## config.mk

```make
export PLATFORM = sky130hd
export DESIGN_NAME = vga_sync_gen
export DESIGN_NICKNAME = d
export VERILOG_FILES = /design/src/rtl/vga_timing_pkg.sv /design/src/rtl/sync_delay_line.sv /design/src/rtl/vga_sync_gen.sv
export SDC_FILE = /design/constraint.sdc
export NUM_CORES = 1
export LEC_CHECK = 0
export ABC_AREA = 1
export CAP_MARGIN = 0
export CORE_MARGIN = 3
export CORE_UTILIZATION = 53
export DETAILED_ROUTE_END_ITERATION = 6
export PLACE_DENSITY = 0.81
export SYNTH_ARGS = -nofsm -noshare
export SYNTH_HDL_FRONTEND = slang
export SYNTH_SLANG_ARGS = --single-unit
```

## constraint.sdc

```tcl
create_clock -name clk -period 1.9 [get_ports clk]
set_clock_uncertainty 0.15 [all_clocks]
set_input_delay 0.19 -clock clk [delete_from_list [all_inputs] [get_ports clk]]
set_output_delay 0.19 -clock clk [all_outputs]
set_load 0.1 [all_outputs]
```

## src/rtl/vga_timing_pkg.sv

```systemverilog
// 640x480@60 Hz raster timing constants shared by the sync generator and the
// board renderer: screen extents, porch/sync widths, sync-window bounds, the
// default pixel clock divider and the 10-bit coordinate type.
package vga_timing_pkg;

  localparam int COORD_W = 10;
  typedef logic [COORD_W-1:0] coord_t;

  // System clocks per pixel: 100 MHz / 4 = 25 MHz pixel rate.
  localparam int VGA_CLK_DIV = 4;

  localparam int VGA_H_ACTIVE = 640;
  localparam int VGA_H_FP     = 16;
  localparam int VGA_H_SYNC   = 96;
  localparam int VGA_H_BP     = 48;
  localparam int VGA_H_TOTAL  = VGA_H_ACTIVE + VGA_H_FP + VGA_H_SYNC + VGA_H_BP;

  localparam int VGA_V_ACTIVE = 480;
  localparam int VGA_V_FP     = 10;
  localparam int VGA_V_SYNC   = 2;
  localparam int VGA_V_BP     = 33;
  localparam int VGA_V_TOTAL  = VGA_V_ACTIVE + VGA_V_FP + VGA_V_SYNC + VGA_V_BP;

  // Inclusive sync-low windows in pixel / line coordinates.
  localparam int VGA_HS_START = VGA_H_ACTIVE + VGA_H_FP;
  localparam int VGA_HS_END   = VGA_HS_START + VGA_H_SYNC - 1;
  localparam int VGA_VS_START = VGA_V_ACTIVE + VGA_V_FP;
  localparam int VGA_VS_END   = VGA_VS_START + VGA_V_SYNC - 1;

  // True when v lies in the inclusive range [lo, hi].
  function automatic logic in_window(input coord_t v, input coord_t lo, input coord_t hi);
    return (v >= lo) && (v <= hi);
  endfunction

endpackage

```

## src/rtl/sync_delay_line.sv

```systemverilog
// 1-bit shift register of configurable depth with a configurable reset value.
// Used to retard hsync/vsync so they reach the connector on the same clock as
// the renderer's registered colour. DEPTH = 0 degenerates to a wire.
module sync_delay_line #(
  parameter int   DEPTH   = 2,
  parameter logic RST_VAL = 1'b1
) (
  input  logic clk,
  input  logic reset,
  input  logic d,
  output logic q
);

  if (DEPTH == 0) begin : g_pass
    logic unused_ok;
    assign unused_ok = clk ^ reset;
    assign q = d;
  end else begin : g_shift
    logic [DEPTH-1:0] sr_q;
    logic [DEPTH-1:0] sr_d;

    // Shift the new sample in at stage 0; the oldest sample leaves at the top.
    always_comb begin
      sr_d    = sr_q;
      sr_d[0] = d;
      for (int i = 1; i < DEPTH; i++) begin
        sr_d[i] = sr_q[i-1];
      end
    end

    // Every stage holds the idle level while in reset.
    always_ff @(posedge clk) begin
      if (reset) begin
        sr_q <= {DEPTH{RST_VAL}};
      end else begin
        sr_q <= sr_d;
      end
    end

    assign q = sr_q[DEPTH-1];
  end

endmodule

```

## src/rtl/vga_sync_gen.sv

```systemverilog
// Free-running VGA raster timing generator. Produces pixel coordinates x/y,
// the active-video flag en, a per-pixel tick, a frame-start pulse and the
// active-low hsync/vsync pins. All flags are registered from the next-state
// counter values so they change on the same edge as x/y.
// Optional feature macro: VGA_SYNC_ALIGN_EN -- when defined, hsync/vsync are
// delayed by SYNC_DLY clocks to match the renderer's ROM + colour register.
module vga_sync_gen
  import vga_timing_pkg::*;
#(
  parameter int CLK_DIV  = VGA_CLK_DIV,
  parameter int H_ACTIVE = VGA_H_ACTIVE,
  parameter int H_FP     = VGA_H_FP,
  parameter int H_SYNC   = VGA_H_SYNC,
  parameter int H_BP     = VGA_H_BP,
  parameter int V_ACTIVE = VGA_V_ACTIVE,
  parameter int V_FP     = VGA_V_FP,
  parameter int V_SYNC   = VGA_V_SYNC,
  parameter int V_BP     = VGA_V_BP,
  parameter int SYNC_DLY = 2
) (
  input  logic   clk,
  input  logic   reset,
  output coord_t x,
  output coord_t y,
  output logic   en,
  output logic   pix_tick,
  output logic   hsync,
  output logic   vsync,
  output logic   frame_start
);

  localparam int H_TOTAL = H_ACTIVE + H_FP + H_SYNC + H_BP;
  localparam int V_TOTAL = V_ACTIVE + V_FP + V_SYNC + V_BP;
  localparam int DIV_W   = (CLK_DIV > 1) ? $clog2(CLK_DIV) : 1;

  localparam logic [DIV_W-1:0] DIV_LAST = DIV_W'(CLK_DIV - 1);
  localparam coord_t H_LAST   = coord_t'(H_TOTAL - 1);
  localparam coord_t V_LAST   = coord_t'(V_TOTAL - 1);
  localparam coord_t H_ACT_C  = coord_t'(H_ACTIVE);
  localparam coord_t V_ACT_C  = coord_t'(V_ACTIVE);
  localparam coord_t HS_LO    = coord_t'(H_ACTIVE + H_FP);
  localparam coord_t HS_HI    = coord_t'(H_ACTIVE + H_FP + H_SYNC - 1);
  localparam coord_t VS_LO    = coord_t'(V_ACTIVE + V_FP);
  localparam coord_t VS_HI    = coord_t'(V_ACTIVE + V_FP + V_SYNC - 1);

  logic [DIV_W-1:0] div_q, div_d;
  coord_t           x_q, x_d;
  coord_t           y_q, y_d;
  logic             en_q, en_d;
  logic             pix_tick_q, pix_tick_d;
  logic             frame_start_q, frame_start_d;
  logic             hs_q, hs_d;
  logic             vs_q, vs_d;
  logic             tick;
  logic             x_wrap;

  // Next-state counters and flags; flags look at the next-state coordinates
  // so they stay aligned with x/y after the register.
  always_comb begin
    tick          = (div_q == DIV_LAST);
    div_d         = tick ? '0 : div_q + 1'b1;
    x_wrap        = tick && (x_q == H_LAST);
    x_d           = x_q;
    y_d           = y_q;
    if (tick) begin
      x_d = x_wrap ? '0 : x_q + 1'b1;
    end
    if (x_wrap) begin
      y_d = (y_q == V_LAST) ? '0 : y_q + 1'b1;
    end
    frame_start_d = x_wrap && (y_q == V_LAST);
    pix_tick_d    = tick;
    en_d          = (x_d < H_ACT_C) && (y_d < V_ACT_C);
    hs_d          = !in_window(x_d, HS_LO, HS_HI);
    vs_d          = !in_window(y_d, VS_LO, VS_HI);
  end

  // Timing state; reset abandons any partial line/frame and parks on (0,0).
  always_ff @(posedge clk) begin
    if (reset) begin
      div_q         <= '0;
      x_q           <= '0;
      y_q           <= '0;
      en_q          <= 1'b0;
      pix_tick_q    <= 1'b0;
      frame_start_q <= 1'b0;
      hs_q          <= 1'b1;
      vs_q          <= 1'b1;
    end else begin
      div_q         <= div_d;
      x_q           <= x_d;
      y_q           <= y_d;
      en_q          <= en_d;
      pix_tick_q    <= pix_tick_d;
      frame_start_q <= frame_start_d;
      hs_q          <= hs_d;
      vs_q          <= vs_d;
    end
  end

  assign x           = x_q;
  assign y           = y_q;
  assign en          = en_q;
  assign pix_tick    = pix_tick_q;
  assign frame_start = frame_start_q;

`ifdef VGA_SYNC_ALIGN_EN
  sync_delay_line #(
    .DEPTH   (SYNC_DLY),
    .RST_VAL (1'b1)
  ) u_hsync_dly (
    .clk   (clk),
    .reset (reset),
    .d     (hs_q),
    .q     (hsync)
  );

  sync_delay_line #(
    .DEPTH   (SYNC_DLY),
    .RST_VAL (1'b1)
  ) u_vsync_dly (
    .clk   (clk),
    .reset (reset),
    .d     (vs_q),
    .q     (vsync)
  );
`else
  // Without alignment the delay depth has no effect.
  localparam int unused_sync_dly = SYNC_DLY;
  assign hsync = hs_q;
  assign vsync = vs_q;
`endif

endmodule
```

==> impl_metrics.csv <==
group,metric,value,unit
critical_path,endpoint_kind,"register",
logic_synthesis,yosysSeqAreaShare,33.36,%
critical_path,worstRegToRegCells,9,
logic_synthesis,syn-num-nets,262,
logic_synthesis,synthCells,256,
detailed_routing,vias,1723,
clocking,clk_path_buf_depth,2,
critical_path,worst-path-buf-inv,2,
critical_path,crit_end,"vsync",
finish,mostFrequentLayoutCells,"74 x nand2_1, 46 x nor2_1, 34 x inv_1, 34 x buf_4, 23 x nand3_1",
critical_path,reg2reg_to,"vsync",
sta,worst_pin_slew,354.1,ps
critical_path,critical-path-top-delay-family,"simple AND/OR/NAND/NOR gates",
floorplan,rows,19,
finish,drive_gt1_share,26.21,%
grt,grt_pass1_vias,1413,
floorplan,die_area,0.003756,mm²
sta,setup_viol,0,
clocking,cts.sinks,27,
sta,final-hold-violation-count,0,
logic_synthesis,ys_warn_count,0,
floorplan,start_util,57.28,%
critical_path,worst-setup-path-type,"register to register",
placement,dp_hpwl,2.894,mm
critical_path,startpoint_type,"register",
grt,antenna_found_initial,0,
critical_path,reg2reg_from,"div_q[1]",
clocking,worstSkewPairLatency,340,ps
sta,relSlewSlack,76.32,%
detailed_routing,drcViolationCount,0,
clocking,clkTransAtPathRegs,160,ps
run_status,status,"complete, no violations",
floorplan,die_h,61.29,µm
finish,area_growth,24.94,%
clocking,ctsHoldBuffers,0,
critical_path,cp-startpoint,"div_q[1]",
pwr,static-leakage-power,0.9488,nW
clocking,tritoncts,"built",
logic_synthesis,synth-async-reset-ratio,0,%
grt,gr-usage-all-layers,21.64,%
logic_synthesis,synth_edf_count,0,
finish,diodes,0,
sta,setup_slack,126.4,ps
detailed_routing,wl,4.020,mm
critical_path,cp.depth,9,
logic_synthesis,synth_cell_types,28,
grt,grt_max_degree,18,
sta,min_period,1774,ps
sta,min_period_over_period,93.35,%
detailed_routing,drt-initial-drc-count,101,
critical_path,cp_data_required_time,2000,ps
critical_path,critPathSlowestCell,"dfxtp_1",
clocking,cts_max_level,1,
detailed_routing,ant_nets,0,
placement,dpl_worst_slack,86.89,ps
sta,fmax,563.8,MHz
floorplan,core-area,0.002829,mm²
finish,nets,297,
worst_hold_path,hold_class,"register to register",
detailed_routing,wire_per_inst,12.52,µm
critical_path,cp_data_arrival_time,1870,ps
grt,grt.overflow.total,0,
logic_synthesis,avgSynthCellArea,6.329,µm²
pwr,power.density,460.3,mW/mm²
grt,grt_pass1_wl,6.113,mm
critical_path,cp_cell_sequence,"ha_4 -> nand3_4 -> nor2_4 -> nand2_8 -> clkinv_8 -> buf_4 -> o21ai_0 -> nor2_1 -> nand3_1",
critical_path,slowest_delay,390,ps
critical_path,rrSetupSlack,130,ps
detailed_routing,first_pass_iters,4,
logic_synthesis,synth_area,0.001620,mm²
placement,gp_congestion,0.8870,
clocking,cts_root_buf,"clkbuf_4",
critical_path,cp_max_fo,15,
worst_hold_path,min-delay-start,"div_q[0]",
placement,port_buffers,26,
job,maxCapViolCount,0,
clocking,numCtsBuffers,3,
logic_synthesis,ys_seq_elements,27,
logic_synthesis,synthFlopType,"dfxtp_1",
finish,final_common_cell,"nand2_1",
sta,whs,321.1,ps
sta,report.final.slew_viol_count,0,
floorplan,io-pin-count,27,
floorplan,die_w,61.29,µm
detailed_routing,viasPerCell,5.368,
pwr,peakVddDrop,0.0002854,V
## report_power, final
part	internal (W)	switching [W]
registers	0.000570	0.00000887
clock network	0.0000810	0.000189
logic	0.0000281	0.0000548
## flip-flops by register name, summed over array words and instances (netlist names)
| register | flops |
|---|---|
| x | 10 |
| frame_start | 1 |
| vsync | 1 |
| pix_tick | 1 |
| hsync | 1 |
| y | 10 |
| div_q | 2 |
| en | 1 |
## synth_stat cells, types with 3 or more instances
cell type	n	area share, %
nand3_1	23	7.1
o21bai_1	3	1.4
clkbuf_1	3	0.69
inv_1	34	7.9
ha_1	4	3.1
a21oi_1	5	1.5
nand3_2	5	3.1
nand4_1	9	3.5
nor2_1	48	11
nor3_1	3	0.93
nand2_1	74	17
dfxtp_1	27	33
## stage by stage
stage	TNS, ps	utilization (%)	std cells	cell area (µm²)	power, W
2_1_floorplan	0	-	256	1672	0.0006398
3_3_place_gp	0	67.14	311	1899	0.0006606
3_5_place_dp	0	67.14	311	1899	0.0006615
4_1_cts	0	68.20	315	1929	0.0009278
5_1_grt	-51.03	71.56	321	2024	0.0009608
6_report	0	71.56	321	2024	0.0009319
## timing repair
item | 4_1_cts | 5_1_grt
setup buffers | 0 | 6
endpoints found under the setup margin | 0 | 3
resized for setup | 0 | 12
## routing by layer
| layer | track usage [%] | up-vias | part of all wire [%] |
|---|---|---|---|
| met5 | 0 | - | 0 |
| li1 | - | 879 | - |
| met4 | 7.430 | 0 | 0.80 |
| met2 | 34.29 | 56 | 46 |
| met1 | 30.65 | 785 | 48 |
| met3 | 2.096 | 3 | 5.9 |
## layout make-up
class,count,area (µm²)
well taps,31,38.79
clock buffers,3,22.52
multi-input cells,188,947.2
fillers,250,804.5
repair buffers,36,285.3
inverters,35,143.9
flip-flops and latches,27,579.3
clock inverters,1,7.507
## cells by family after synthesis
kind of cell	Yosys count	synth area share, %
flip-flops	27	33.36
adder cells (fa/ha/maj)	4	3.089
AND/OR/NAND/NOR	170	46.72
AO/OA/AOI/OAI	13	4.787
buffers and inverters	41	11.51
XOR/XNOR	1	0.5406
## worst min path at each step
stage                     to  slack, ps  depth (start not counted)
floorplan               x[2]        120                          1
global placement    div_q[0]        260                          1
detailed placement  div_q[0]        270                          1
CTS                 div_q[0]        290                          1
global route        div_q[0]        340                          1
finish              div_q[0]        320                          1
Power figures use the tool's default switching activity.
